File: src/rtl/uart_tx_arbiter.sv
// Round-robin arbiter that shares one UART transmitter among N_REQ byte
// producers. Each grant issues one send pulse. The arbiter then waits for
// the transmitter to raise busy and drop it again before it re-arbitrates.
// If busy never rises after a send, it flags a start timeout.
module uart_tx_arbiter #(
    parameter int N_REQ    = 4,
    parameter int ID_W     = $clog2(N_REQ),
    parameter int START_TO = 4
) (
    input  logic               clk,
    input  logic               rst_n,
    input  logic [N_REQ-1:0]   req_valid,
    input  logic [8*N_REQ-1:0] req_data,
    output logic [N_REQ-1:0]   req_ready,
    output logic [N_REQ-1:0]   req_done,
    output logic               tx_send,
    output logic [7:0]         tx_data,
    input  logic               tx_busy,
    output logic [ID_W-1:0]    grant_id,
    output logic               active,
    output logic               err_start
);
    localparam int CNT_W = $clog2(START_TO + 1);

    typedef enum logic [1:0] {IDLE, ISSUE, WAIT_START, WAIT_DONE} state_t;

    state_t                 state, state_nxt;
    logic [ID_W-1:0]        last;
    logic [CNT_W-1:0]       cnt;
    logic [N_REQ-1:0][7:0]  data_arr;
    logic [ID_W-1:0]        idx;
    logic [ID_W-1:0]        pick_idx;
    logic                   pick_found;
    logic                   grant_go;
    logic                   start_to_hit;
    logic                   frame_end;
    logic [N_REQ-1:0]       req_ready_d;
    logic [N_REQ-1:0]       req_done_d;
    logic                   tx_send_d;
    logic                   active_d;
    logic                   err_start_d;

    assign data_arr = req_data;

    // Rotating priority search: first valid requester after the last grant.
    always_comb begin
        idx        = '0;
        pick_idx   = '0;
        pick_found = 1'b0;
        for (int k = 1; k <= N_REQ; k++) begin
            idx = ID_W'((int'(last) + k) % N_REQ);
            if (!pick_found && req_valid[idx]) begin
                pick_found = 1'b1;
                pick_idx   = idx;
            end
        end
    end

    // A busy transmitter in IDLE (e.g. not yet reset) blocks arbitration.
    assign grant_go     = (state == IDLE) && !tx_busy && pick_found;
    assign start_to_hit = (state == WAIT_START) && !tx_busy && (cnt == CNT_W'(START_TO - 1));
    assign frame_end    = (state == WAIT_DONE) && !tx_busy;

    // State register.
    always_ff @(posedge clk or negedge rst_n) begin
        if (!rst_n) state <= IDLE;
        else        state <= state_nxt;
    end

    // Next-state logic.
    always_comb begin
        state_nxt = state;
        case (state)
            IDLE:       if (grant_go) state_nxt = ISSUE;
            ISSUE:      state_nxt = WAIT_START;
            WAIT_START: if (tx_busy) state_nxt = WAIT_DONE;
                        else if (start_to_hit) state_nxt = IDLE;
            WAIT_DONE:  if (!tx_busy) state_nxt = IDLE;
            default:    state_nxt = IDLE;
        endcase
    end

    // Output decode, computed one cycle ahead so every output leaves a flop.
    always_comb begin
        tx_send_d   = grant_go;
        req_ready_d = grant_go ? ({{(N_REQ-1){1'b0}}, 1'b1} << pick_idx) : '0;
        req_done_d  = frame_end ? ({{(N_REQ-1){1'b0}}, 1'b1} << grant_id) : '0;
        err_start_d = start_to_hit;
        active_d    = (state_nxt != IDLE);
    end

    // Output, grant and timeout-counter registers.
    always_ff @(posedge clk or negedge rst_n) begin
        if (!rst_n) begin
            tx_send   <= 1'b0;
            req_ready <= '0;
            req_done  <= '0;
            err_start <= 1'b0;
            active    <= 1'b0;
            tx_data   <= '0;
            grant_id  <= '0;
            last      <= ID_W'(N_REQ - 1);
            cnt       <= '0;
        end else begin
            tx_send   <= tx_send_d;
            req_ready <= req_ready_d;
            req_done  <= req_done_d;
            err_start <= err_start_d;
            active    <= active_d;
            if (grant_go) begin
                tx_data  <= data_arr[pick_idx];
                grant_id <= pick_idx;
                last     <= pick_idx;
            end
            if (state == ISSUE)
                cnt <= '0;
            else if (state == WAIT_START && !tx_busy)
                cnt <= cnt + CNT_W'(1);
        end
    end
endmodule

File: config.mk
export PLATFORM = sky130hd
export DESIGN_NAME = uart_tx_arbiter
export DESIGN_NICKNAME = d
export VERILOG_FILES = /design/src/rtl/uart_tx_arbiter.sv
export SDC_FILE = /design/constraint.sdc
export NUM_CORES = 1
export LEC_CHECK = 0
export BUFFER_PORTS_ARGS = -buffer_cell sky130_fd_sc_hd__buf_2
export CELL_PAD_IN_SITES_DETAIL_PLACEMENT = 2
export CELL_PAD_IN_SITES_GLOBAL_PLACEMENT = 2
export CORE_ASPECT_RATIO = 1.4
export CORE_MARGIN = 3
export CORE_UTILIZATION = 30
export CTS_BUF_LIST = sky130_fd_sc_hd__clkbuf_16
export DETAILED_ROUTE_END_ITERATION = 10
export GPL_TIMING_DRIVEN = 0
export PLACE_DENSITY = 0.85
export SLEW_MARGIN = 20
export SYNTH_ARGS = -nofsm -noshare
export SYNTH_HDL_FRONTEND = slang
export SYNTH_SLANG_ARGS = --single-unit
File: constraint.sdc
create_clock -name clk -period 2.4 [get_ports clk]
set_input_delay 0.12 -clock clk [delete_from_list [all_inputs] [get_ports clk]]
set_output_delay 0.12 -clock clk [all_outputs]
set_load 0.03 [all_outputs]
==> results of run 1 <==
[final cells by class]
type / instances / area [µm²] / area share (%)
clock inverter: 1 / 30.03 / 1.497
buffer: 7 / 43.79 / 2.183
sequential: 28 / 703.2 / 35.06
clock buffer: 3 / 75.07 / 3.743
multi-input combinational: 105 / 723.2 / 36.06
tap: 64 / 80.08 / 3.993
timing repair buffer: 60 / 305.3 / 15.22
inverter: 12 / 45.04 / 2.246
[critical path: stages, from the launching register on]
cell and delay, ns:
dfstp_2 0.59, nand2b_1 0.17, a21o_2 0.22, and3_1 0.19, buf_6 0.16, mux2i_1 0.22
o211ai_1 0.10
[cell usage in the layout (no fill, tap or decap)]
master / n
a211oi_1: 1
a21o_2: 1
a21oi_1: 4
a21oi_4: 1
a22oi_1: 2
a31oi_1: 8
and2_1: 1
and3_1: 2
and4_1: 9
buf_2: 64
buf_4: 1
buf_6: 1
bufinv_16: 1
clkbuf_16: 3
dfrtp_1: 26
dfstp_2: 2
dlygate4sd3_1: 1
ha_1: 2
inv_1: 11
inv_2: 1
mux2i_1: 9
nand2_1: 19
nand2b_1: 2
nand3_2: 1
nor2_1: 11
nor2b_1: 2
nor2b_4: 1
nor3_1: 1
nor3_4: 1
nor3b_1: 2
o211ai_1: 7
o211ai_2: 1
o21ai_0: 9
o21ai_1: 3
o21ai_4: 1
o22a_1: 1
o41ai_4: 1
or2_2: 1
or3b_4: 1
[Yosys cell counts, types with 2 or more instances]
master,count,area [µm²]
mux2i_1,9,90.09
a31oi_1,8,50.05
and3_1,2,12.51
dfstp_2,2,52.55
o211ai_1,7,52.55
nor2b_1,2,12.51
buf_2,5,25.02
nor3b_1,2,15.01
o21ai_1,3,15.01
a22oi_1,2,15.01
o21ai_0,9,45.04
ha_1,2,25.02
nand2b_1,2,12.51
dfrtp_1,26,650.6
inv_1,11,41.29
nand2_1,19,71.32
nor2_1,11,41.29
a21oi_1,4,20.02
and4_1,9,78.83
[per-layer routing]
metal	vias up	wire, µm	global-route usage, %
li1	668	-	-
met5	-	0	0
met3	4	216	2.375
met2	46	2406	29.54
met1	668	1717	18.63
met4	0	42	4.068
[through the flow]
step	area (µm²)	util (%)
floorplan	1515	-
global placement	1891	38.74
detailed placement	1891	38.74
CTS	2006	41.10
global route	2006	41.10
finish	2006	41.10
[worst min-delay path by stage]
stage | startpoint | endpoint | slack, ns | cells past startpoint
after floorplan | rst_n | active$_DFF_PN0_ | -0.18 | 0
after detailed placement | rst_n | active$_DFF_PN0_ | 0.18 | 1
final | req_data[22] | tx_data[6]$_DFFE_PN0P_ | 0.16 | 3
after global routing | tx_busy | state[0]$_DFF_PN0_ | 0.18 | 3
after CTS | req_data[22] | tx_data[6]$_DFFE_PN0P_ | 0.16 | 3
after global placement | rst_n | err_start$_DFF_PN0_ | 0.17 | 1
[registers in the layout (all words and copies together) (netlist names)]
| register | flops |
|---|---|
| active | 1 |
| cnt | 3 |
| err_start | 1 |
| grant_id | 2 |
| last | 2 |
| req_done | 4 |
| req_ready | 4 |
| state | 2 |
| tx_data | 8 |
| tx_send | 1 |
[where the power goes]
group	switching, mW	leakage, nW	internal, mW
Combinational	0.603	0.625	0.354
Clock	0.162	0.0511	0.332
Sequential	0.124	0.356	0.631
[cell families after synthesis]
family	synth area share (%)
and+or+nand+nor	20.64
AOI/OAI and AO/OA	19.49
DFF	46.41
buffers and inverters	5.863
muxes	5.946
adders and majority gates	1.651
==> flow_summary.ini, run 1 <==
[clocking]
cts_root_buf = clkbuf_16
cts_tree = built
clock_sinks = 28
cts_buffers = 3
clockBufferDepth = 2
postCtsHoldBufs = 1
insertion_delay_ns = 0.26
cts_resized = 0
post_cts_buffers = 0
cts.reportedPaths.clkPinSlew_ns = 0.07
cts_max_level = 1

[detailed_routing]
finalWirelength_um = 4382
drtPass1Iterations = 4
avgRoutedWirePerCell_um = 15.65
drt.antenna.violating_nets = 0
route.vias.total = 1386
drc = 0
routed_via_density = 4.950
drt-initial-drc-count = 37

[die]
ios = 60
die_y_um = 90.09
die_area_um2 = 5952
rows = 30
core_um2 = 4880
initial_utilization_pct = 31.05
fp.dieW_um = 66.07

[worst_setup_path]
cp-endpoint = tx_data[1]$_DFFE_PN0P_
worstPathRequired_ns = 2.54
rr_endpoint = tx_data[1]$_DFFE_PN0P_
critPathKind = register to register
arrival_ns = 1.92
cp-start-kind = register
crit_fanout = 9
endpoint_kind = register
startpoint = last[0]$_DFFE_PN1P_
rr_worst_depth = 6
r2r_slack_ns = 0.61
r2r_start = last[0]$_DFFE_PN1P_

[synth]
synth_seq_cells = 28
ys_warn_count = 0
ys_types = 36
synthArstFlopShare_pct = 100.0
synthFlopType = dfrtp_1
synth-edff-count = 0
synth_nets = 193
avgSynthCellArea_um2 = 9.968
synth_area_um2 = 1515
postSynthCellCount = 152
ys_seq_area_share_pct = 46.41

[placed_design]
place.gp.congestion = 0.7348
io_buffers = 59
place_worst_setup_slack_ns = 0.6308
dp_hpwl_um = 3389
dp.cells = 275

[final_layout]
area_delta_synth_final_pct = 32.37
layout-drive-gt1-share_pct = 38.43
nFillCells = 575
fin_nets = 258
diodes = 0
final_cells = 280

[power]
p_leak_nw = 1.033
power.total_mw = 2.206
vdd_ir_drop_max_mv = 0.3197
powerDensity_nw_per_um2 = 1100

[global_route]
grt_overflow = 0
grt_pass1_wl_um = 7521
grt_use_total_pct = 15.98
grt_max_degree = 29
grt_pass1_vias = 1617
antenna_found_initial = 0

[sta]
worstMarginPinSlew_ns = 0.6471
period_share_pct = 74.38
drv_slew = 0
relSlewSlack_pct = 56.86
max_freq_mhz = 560.2
fin_ws_ns = 0.6148
setup_tns_ns = 0
hold_violations = 0
finalSetupViolCount = 0
rsz0062_at_grt = no
hold_ws_ns = 0.1631
skew_ns = 0.002587
period_needed_ns = 1.785

[job]
drv_cap = 0

[outcome]
status = finished, final reports clean

[min_path]
hold_class = input port to register
Note: power is estimated with default switching activity, not from simulation.
==> inputs of run 2 (changes only) <==
Settings changed: CORE_UTILIZATION 30 to 25, PLACE_DENSITY 0.85 to 0.76.
Clock period 2.4 ns to 1.45 ns, I/O delays scaled along.
==> run 2 against run 1 <==
  * Register-to-register slack got worse by 0.81 ns
  * Largest cell class unchanged
  * Routed wire length is 8.3% higher
  * The run now ends with negative setup slack left
  * Non-clock buffer count increased by 11
  * Core utilization down 2.4 points
  * Global-route usage shrank 1.4 points
  * Critical path depth is 1 lower
  * Critical path type unchanged
  * Design area increased by 9.7%
  * Die area rose by 18%
  * Flip-flop and latch count did not move
  * Setup slack worse by 0.81 ns
  * Power rose by 79%
==> flow_summary.ini, run 2 (synthesis results as in run 1) <==
[detailed_routing]
routed_via_density = 4.811
drt.antenna.violating_nets = 0
drc = 0
route.vias.total = 1424
drtPass1Iterations = 4
finalWirelength_um = 4746
avgRoutedWirePerCell_um = 16.03
drt-initial-drc-count = 44

[global_route]
antenna_found_initial = 0
grt_overflow = 0
grt_use_total_pct = 14.56
grt_pass1_vias = 1686
grt_max_degree = 29
grt_pass1_wl_um = 8238

[die]
rows = 32
fp.dieW_um = 71.80
core_um2 = 5685
initial_utilization_pct = 26.65
die_y_um = 98.12
ios = 60
die_area_um2 = 7044

[placed_design]
place_worst_setup_slack_ns = -0.2705
dp_hpwl_um = 3441
io_buffers = 59
place.gp.congestion = 0.6756

[worst_setup_path]
rr_endpoint = tx_data[4]$_DFFE_PN0P_
worstPathRequired_ns = 1.59
r2r_start = last[0]$_DFFE_PN1P_
endpoint_kind = register
rr_worst_depth = 5
r2r_slack_ns = -0.19
cp-start-kind = register
cp_slowest_cell = dfstp_2
path_cells = nand2b_4, a21o_4, and3_4, mux2i_1, o211ai_1
crit_fanout = 8
cpPeakStageDelay_ns = 0.57
critPathKind = register to register
arrival_ns = 1.78

[power]
p_leak_nw = 1.105
p_int_mw = 2.354
vdd_ir_drop_max_mv = 0.5166
power.share.clock_pct = 20.8
share_comb_of_total_power_pct = 48.1
swShare_pct = 40.30
p_switching_mw = 1.589
powerDensity_nw_per_um2 = 1793
p_seq_share_pct = 31.2
power.total_mw = 3.943

[sta]
period_share_pct = 113.2
fin_ws_ns = -0.1910
period_needed_ns = 1.641
max_freq_mhz = 609.4
relSlewSlack_pct = 57.62
hold_violations = 0
drv_slew = 0
skew_ns = 0.005361
worstMarginPinSlew_ns = 0.6357
rsz0062_at_grt = yes
finalSetupViolCount = 15

[clocking]
clock_sinks = 28
cts_buffers = 3
clockBufferDepth = 2
cts_root_buf = clkbuf_16
insertion_delay_ns = 0.26
cts_tree = built
cts_max_level = 1
cts.reportedPaths.clkPinSlew_ns = 0.07

[final_layout]
largestRegisters = tx_data x8, req_done x4, req_ready x4
layout_common_cells = buf_2 (62), dfrtp_1 (26), nand2_1 (17)
layout-drive-gt1-share_pct = 46.05
diodes = 0
area_delta_synth_final_pct = 45.17
largest-register = tx_data
final_common_cell = buf_2
largest_reg_flops = 8
fin_nets = 270

[outcome]
violations = negative setup slack
status = complete, but fails checks

[min_path]
hold_path_end = tx_data[6]$_DFFE_PN0P_
min_path_cells = 3
hp-start = req_data[30]
hold_class = input port to register

[job]
drv_cap = 0
## run 2: changes by cell type in the layout (fill, tap and decap cells not counted), moves of 2 or more
cell,previous run,this run
buf_2,64,62
nand2_2,0,2
buf_4,1,11
o21ai_1,3,7
a21oi_4,1,3
buf_6,1,3
o21ai_0,9,5
nor2_1,11,9
nand2_1,19,17
## run 2: metrics by stage
step	area [µm²]	instances	hold slack, ns	TNS [ns]	utilization, %
after global routing	2200	296	0.1446	-2.858	38.69
final	2200	296	0.1224	-1.623	38.69
after CTS	2156	294	0.1218	-1.455	37.92
after floorplan	1529	152	-0.2231	-0.5410	-
after global placement	1909	279	0.1376	-2.602	33.58
after detailed placement	1909	279	0.1431	-2.872	33.58
## run 2: what timing repair did
action	CTS	global route
setup buffers	9	2
gates cloned	2	0
endpoints found under the hold margin	26	0
pin swaps	8	3
endpoints found under the setup margin	16	22
resized for setup	15	10
hold buffers	1	0
## run 2: cell type report
cell class / count / area, µm²
Sequential cell: 28 / 703.2
Clock inverter: 1 / 30.03
Multi-Input combinational cell: 106 / 804.5
Tap cell: 68 / 85.08
Buffer: 6 / 41.29
Fill cell: 645 / 3486
Timing Repair Buffer: 72 / 415.4
Inverter: 12 / 45.04
Clock buffer: 3 / 75.07
## run 2: power groups by stage
stage               logic (mW)  registers, mW  clock network (mW)
floorplan                0.831           1.56                   0
global placement          1.59           1.25                   0
detailed placement        1.63           1.26                   0
CTS                       1.83           1.24               0.844
global route              2.09           1.28               0.878
finish                    1.89           1.23               0.819
## run 2: metal layers
metal	wire, µm	part of all wire (%)	track usage, %	vias to the layer above
li1	-	-	-	694
met1	1809	38	15.60	680
met2	2633	55	28.82	45
met3	264	5.6	2.678	5
met4	38	0.80	2.605	0
met5	0	0	0	-
## run 2: critical path, delay by kind of cell (launching register included)
family | cells | cell delay, ns
flip-flops | 1 | 0.57
multiplexers | 1 | 0.26
AND/OR/NAND/NOR | 2 | 0.44
AO/OA/AOI/OAI | 2 | 0.25
## run 2: how the worst max path moves through the flow
| stage | start | endpoint | slack [ns] | cells past startpoint |
|---|---|---|---|---|
| 2_1_floorplan | last[0]$_DFFE_PN1P_ | tx_data[6]$_DFFE_PN0P_ | -0.09 | 6 |
| 3_3_place_gp | last[0]$_DFFE_PN1P_ | tx_data[6]$_DFFE_PN0P_ | -0.25 | 6 |
| 3_5_place_dp | last[0]$_DFFE_PN1P_ | tx_data[6]$_DFFE_PN0P_ | -0.27 | 6 |
| 4_1_cts | last[0]$_DFFE_PN1P_ | tx_data[6]$_DFFE_PN0P_ | -0.18 | 5 |
| 5_1_grt | last[0]$_DFFE_PN1P_ | tx_data[4]$_DFFE_PN0P_ | -0.26 | 5 |
| 6_report | last[0]$_DFFE_PN1P_ | tx_data[4]$_DFFE_PN0P_ | -0.19 | 5 |
==> inputs of run 3 (changes only) <==
Settings changed: SETUP_SLACK_MARGIN set to 0.05.
==> run 3 against run 2 <==
  * The flow still finishes with violations (negative setup slack)
  * First-iteration DRC count grew 4.5%
  * Clock-buffer cell count did not move
  * Clock skew barely moved
  * Sequential power about the same
  * Flip-flop and latch count did not move
  * Global-route usage grew 1.0 points
  * Register-to-register slack got worse by 0.06 ns
  * Clock power rose by 2.4%
  * Core utilization is 1.2 points higher
  * Non-clock buffer count is 6 higher
  * Die area unchanged
  * Design area increased by 3.2%
==> flow_summary.ini, run 3 (synthesis results as in run 1) <==
[outcome]
status = complete, but fails checks
violations = negative setup slack

[clocking]
cts.reportedPaths.clkPinSlew_ns = 0.07
clock_sinks = 28
cts_tree = built
clockBufferDepth = 2
cts_buffers = 3
cts_max_level = 1
insertion_delay_ns = 0.27
cts_root_buf = clkbuf_16

[worst_setup_path]
critPathKind = register to register
path_cells = nand2b_4, a21o_4, and3_4, buf_12, mux2i_4, o211ai_1
cpPeakStageDelay_ns = 0.58
endpoint_kind = register
cp_slowest_cell = dfstp_2
crit_fanout = 8
worstPathRequired_ns = 1.59
cp-start-kind = register
arrival_ns = 1.85

[detailed_routing]
wl_met3_um = 265
wl_met2_um = 3388
route.vias.total = 1489
drtPass1Iterations = 4
drt-initial-drc-count = 46
routed_via_density = 4.947
drt.antenna.violating_nets = 0
finalWirelength_um = 5534
wl_met1_um = 1822
avgRoutedWirePerCell_um = 18.39
drc = 0
highest_layer = met4

[global_route]
grt_pass1_vias = 1699
grt_use_total_pct = 15.60
grt_pass1_wl_um = 8493
antenna_found_initial = 0
grt_max_degree = 29
grt_overflow = 0

[min_path]
hold_class = input port to register

[final_layout]
area_delta_synth_final_pct = 49.79
layout_common_cells = buf_2 (61), dfrtp_1 (26), buf_4 (18)
diodes = 0
fin_util_pct = 39.92
final_common_cell = buf_2
largest_reg_flops = 8
largest-register = tx_data
fin_nets = 275
layout-drive-gt1-share_pct = 49.36
largestRegisters = tx_data x8, req_done x4, req_ready x4

[placed_design]
dp_hpwl_um = 3585
place.gp.congestion = 0.7204
io_buffers = 59

[sta]
fin_ws_ns = -0.2559
worstMarginPinSlew_ns = 0.6295
period_needed_ns = 1.706
hold_violations = 0
skew_ns = 0.005329
drv_slew = 0
finalSetupViolCount = 15
rsz0062_at_grt = yes
period_share_pct = 117.7
max_freq_mhz = 586.2
relSlewSlack_pct = 58.03

[die]
core_um2 = 5685
initial_utilization_pct = 26.65
die_area_um2 = 7044
fp.dieW_um = 71.80
die_y_um = 98.12
ios = 60
rows = 32

[power]
power.total_mw = 4.234
p_int_mw = 2.517
p_seq_share_pct = 29.4
share_comb_of_total_power_pct = 50.8
power.share.clock_pct = 19.8
p_leak_nw = 1.135
powerDensity_nw_per_um2 = 1866
swShare_pct = 40.55
vdd_ir_drop_max_mv = 0.8158
p_switching_mw = 1.717

[job]
drv_cap = 0
[run 3: cell types whose count changed in the layout (fill, tap and decap cells not counted), moves of 2 or more]
| cell | delta |
|---|---|
| a21oi_2 | +2 |
| o21ai_0 | +4 |
| a21oi_1 | -2 |
| buf_4 | +7 |
| ha_1 | -2 |
| o21ai_1 | -4 |
[run 3: final cells by class]
cell class | instances | area, µm²
plain buffers | 7 | 63.81
clock buffers | 3 | 75.07
clock inverters | 1 | 30.03
fillers | 651 | 3416
inverters | 12 | 45.04
multi-input cells | 105 | 818.3
flip-flops and latches | 28 | 703.2
well taps | 68 | 85.08
repair buffers | 77 | 449.2
[run 3: final timing paths]
| check | start | to | slack, ns | cells past startpoint |
|---|---|---|---|---|
| worst max-delay path | last[0]$_DFFE_PN1P_ | tx_data[1]$_DFFE_PN0P_ | -0.26 | 6 |
| worst min-delay path | req_data[30] | tx_data[6]$_DFFE_PN0P_ | 0.1 | 3 |
| worst max register to register | last[0]$_DFFE_PN1P_ | tx_data[1]$_DFFE_PN0P_ | -0.26 | 6 |
| worst min register to register | tx_data[6]$_DFFE_PN0P_ | tx_data[6]$_DFFE_PN0P_ | 0.51 | 2 |
| max in group asynchronous | rst_n | tx_data[4]$_DFFE_PN0P_ | 0.68 | 2 |
| min in group asynchronous | rst_n | err_start$_DFF_PN0_ | 0.35 | 2 |
[run 3: routing by layer]
metal | vias up | GRT usage (%)
met4 | 0 | 4.342
met2 | 46 | 31.23
li1 | 699 | -
met5 | - | 0
met3 | 6 | 2.987
met1 | 738 | 15.64
[run 3: critical path, delay by kind of cell, from the launching register on]
kind | cells | cell delay, ns
AOI/OAI and AO/OA | 2 | 0.26
buffers and inverters | 1 | 0.14
DFF | 1 | 0.58
muxes | 1 | 0.26
and+or+nand+nor | 2 | 0.34
[run 3: power by group through the flow]
stage | clock (mW) | sequential (mW) | combinational, mW
floorplan | 0 | 1.56 | 0.835
global placement | 0 | 1.25 | 1.59
detailed placement | 0 | 1.26 | 1.65
CTS | 0.854 | 1.24 | 1.92
global route | 0.883 | 1.28 | 2.34
finish | 0.839 | 1.25 | 2.15
[run 3: repair_timing]
item	CTS	global route
hold buffers	1	0
buffers inserted	12	4
setup endpoints to repair	16	23
hold endpoints to repair	26	0
gates cloned	1	0
gates resized for setup	12	14
pin swaps	6	6
[run 3: through the flow]
step	setup WS (ns)	instances	TNS, ns	area [µm²]	hold WS [ns]
global placement	-0.2436	279	-2.378	1913	0.1361
detailed placement	-0.2915	279	-3.004	1913	0.1359
floorplan	-0.09031	152	-0.5410	1533	-0.2231
CTS	-0.1971	297	-1.980	2185	0.09794
finish	-0.2559	301	-2.208	2270	0.09562
global route	-0.3170	301	-3.457	2270	0.1401
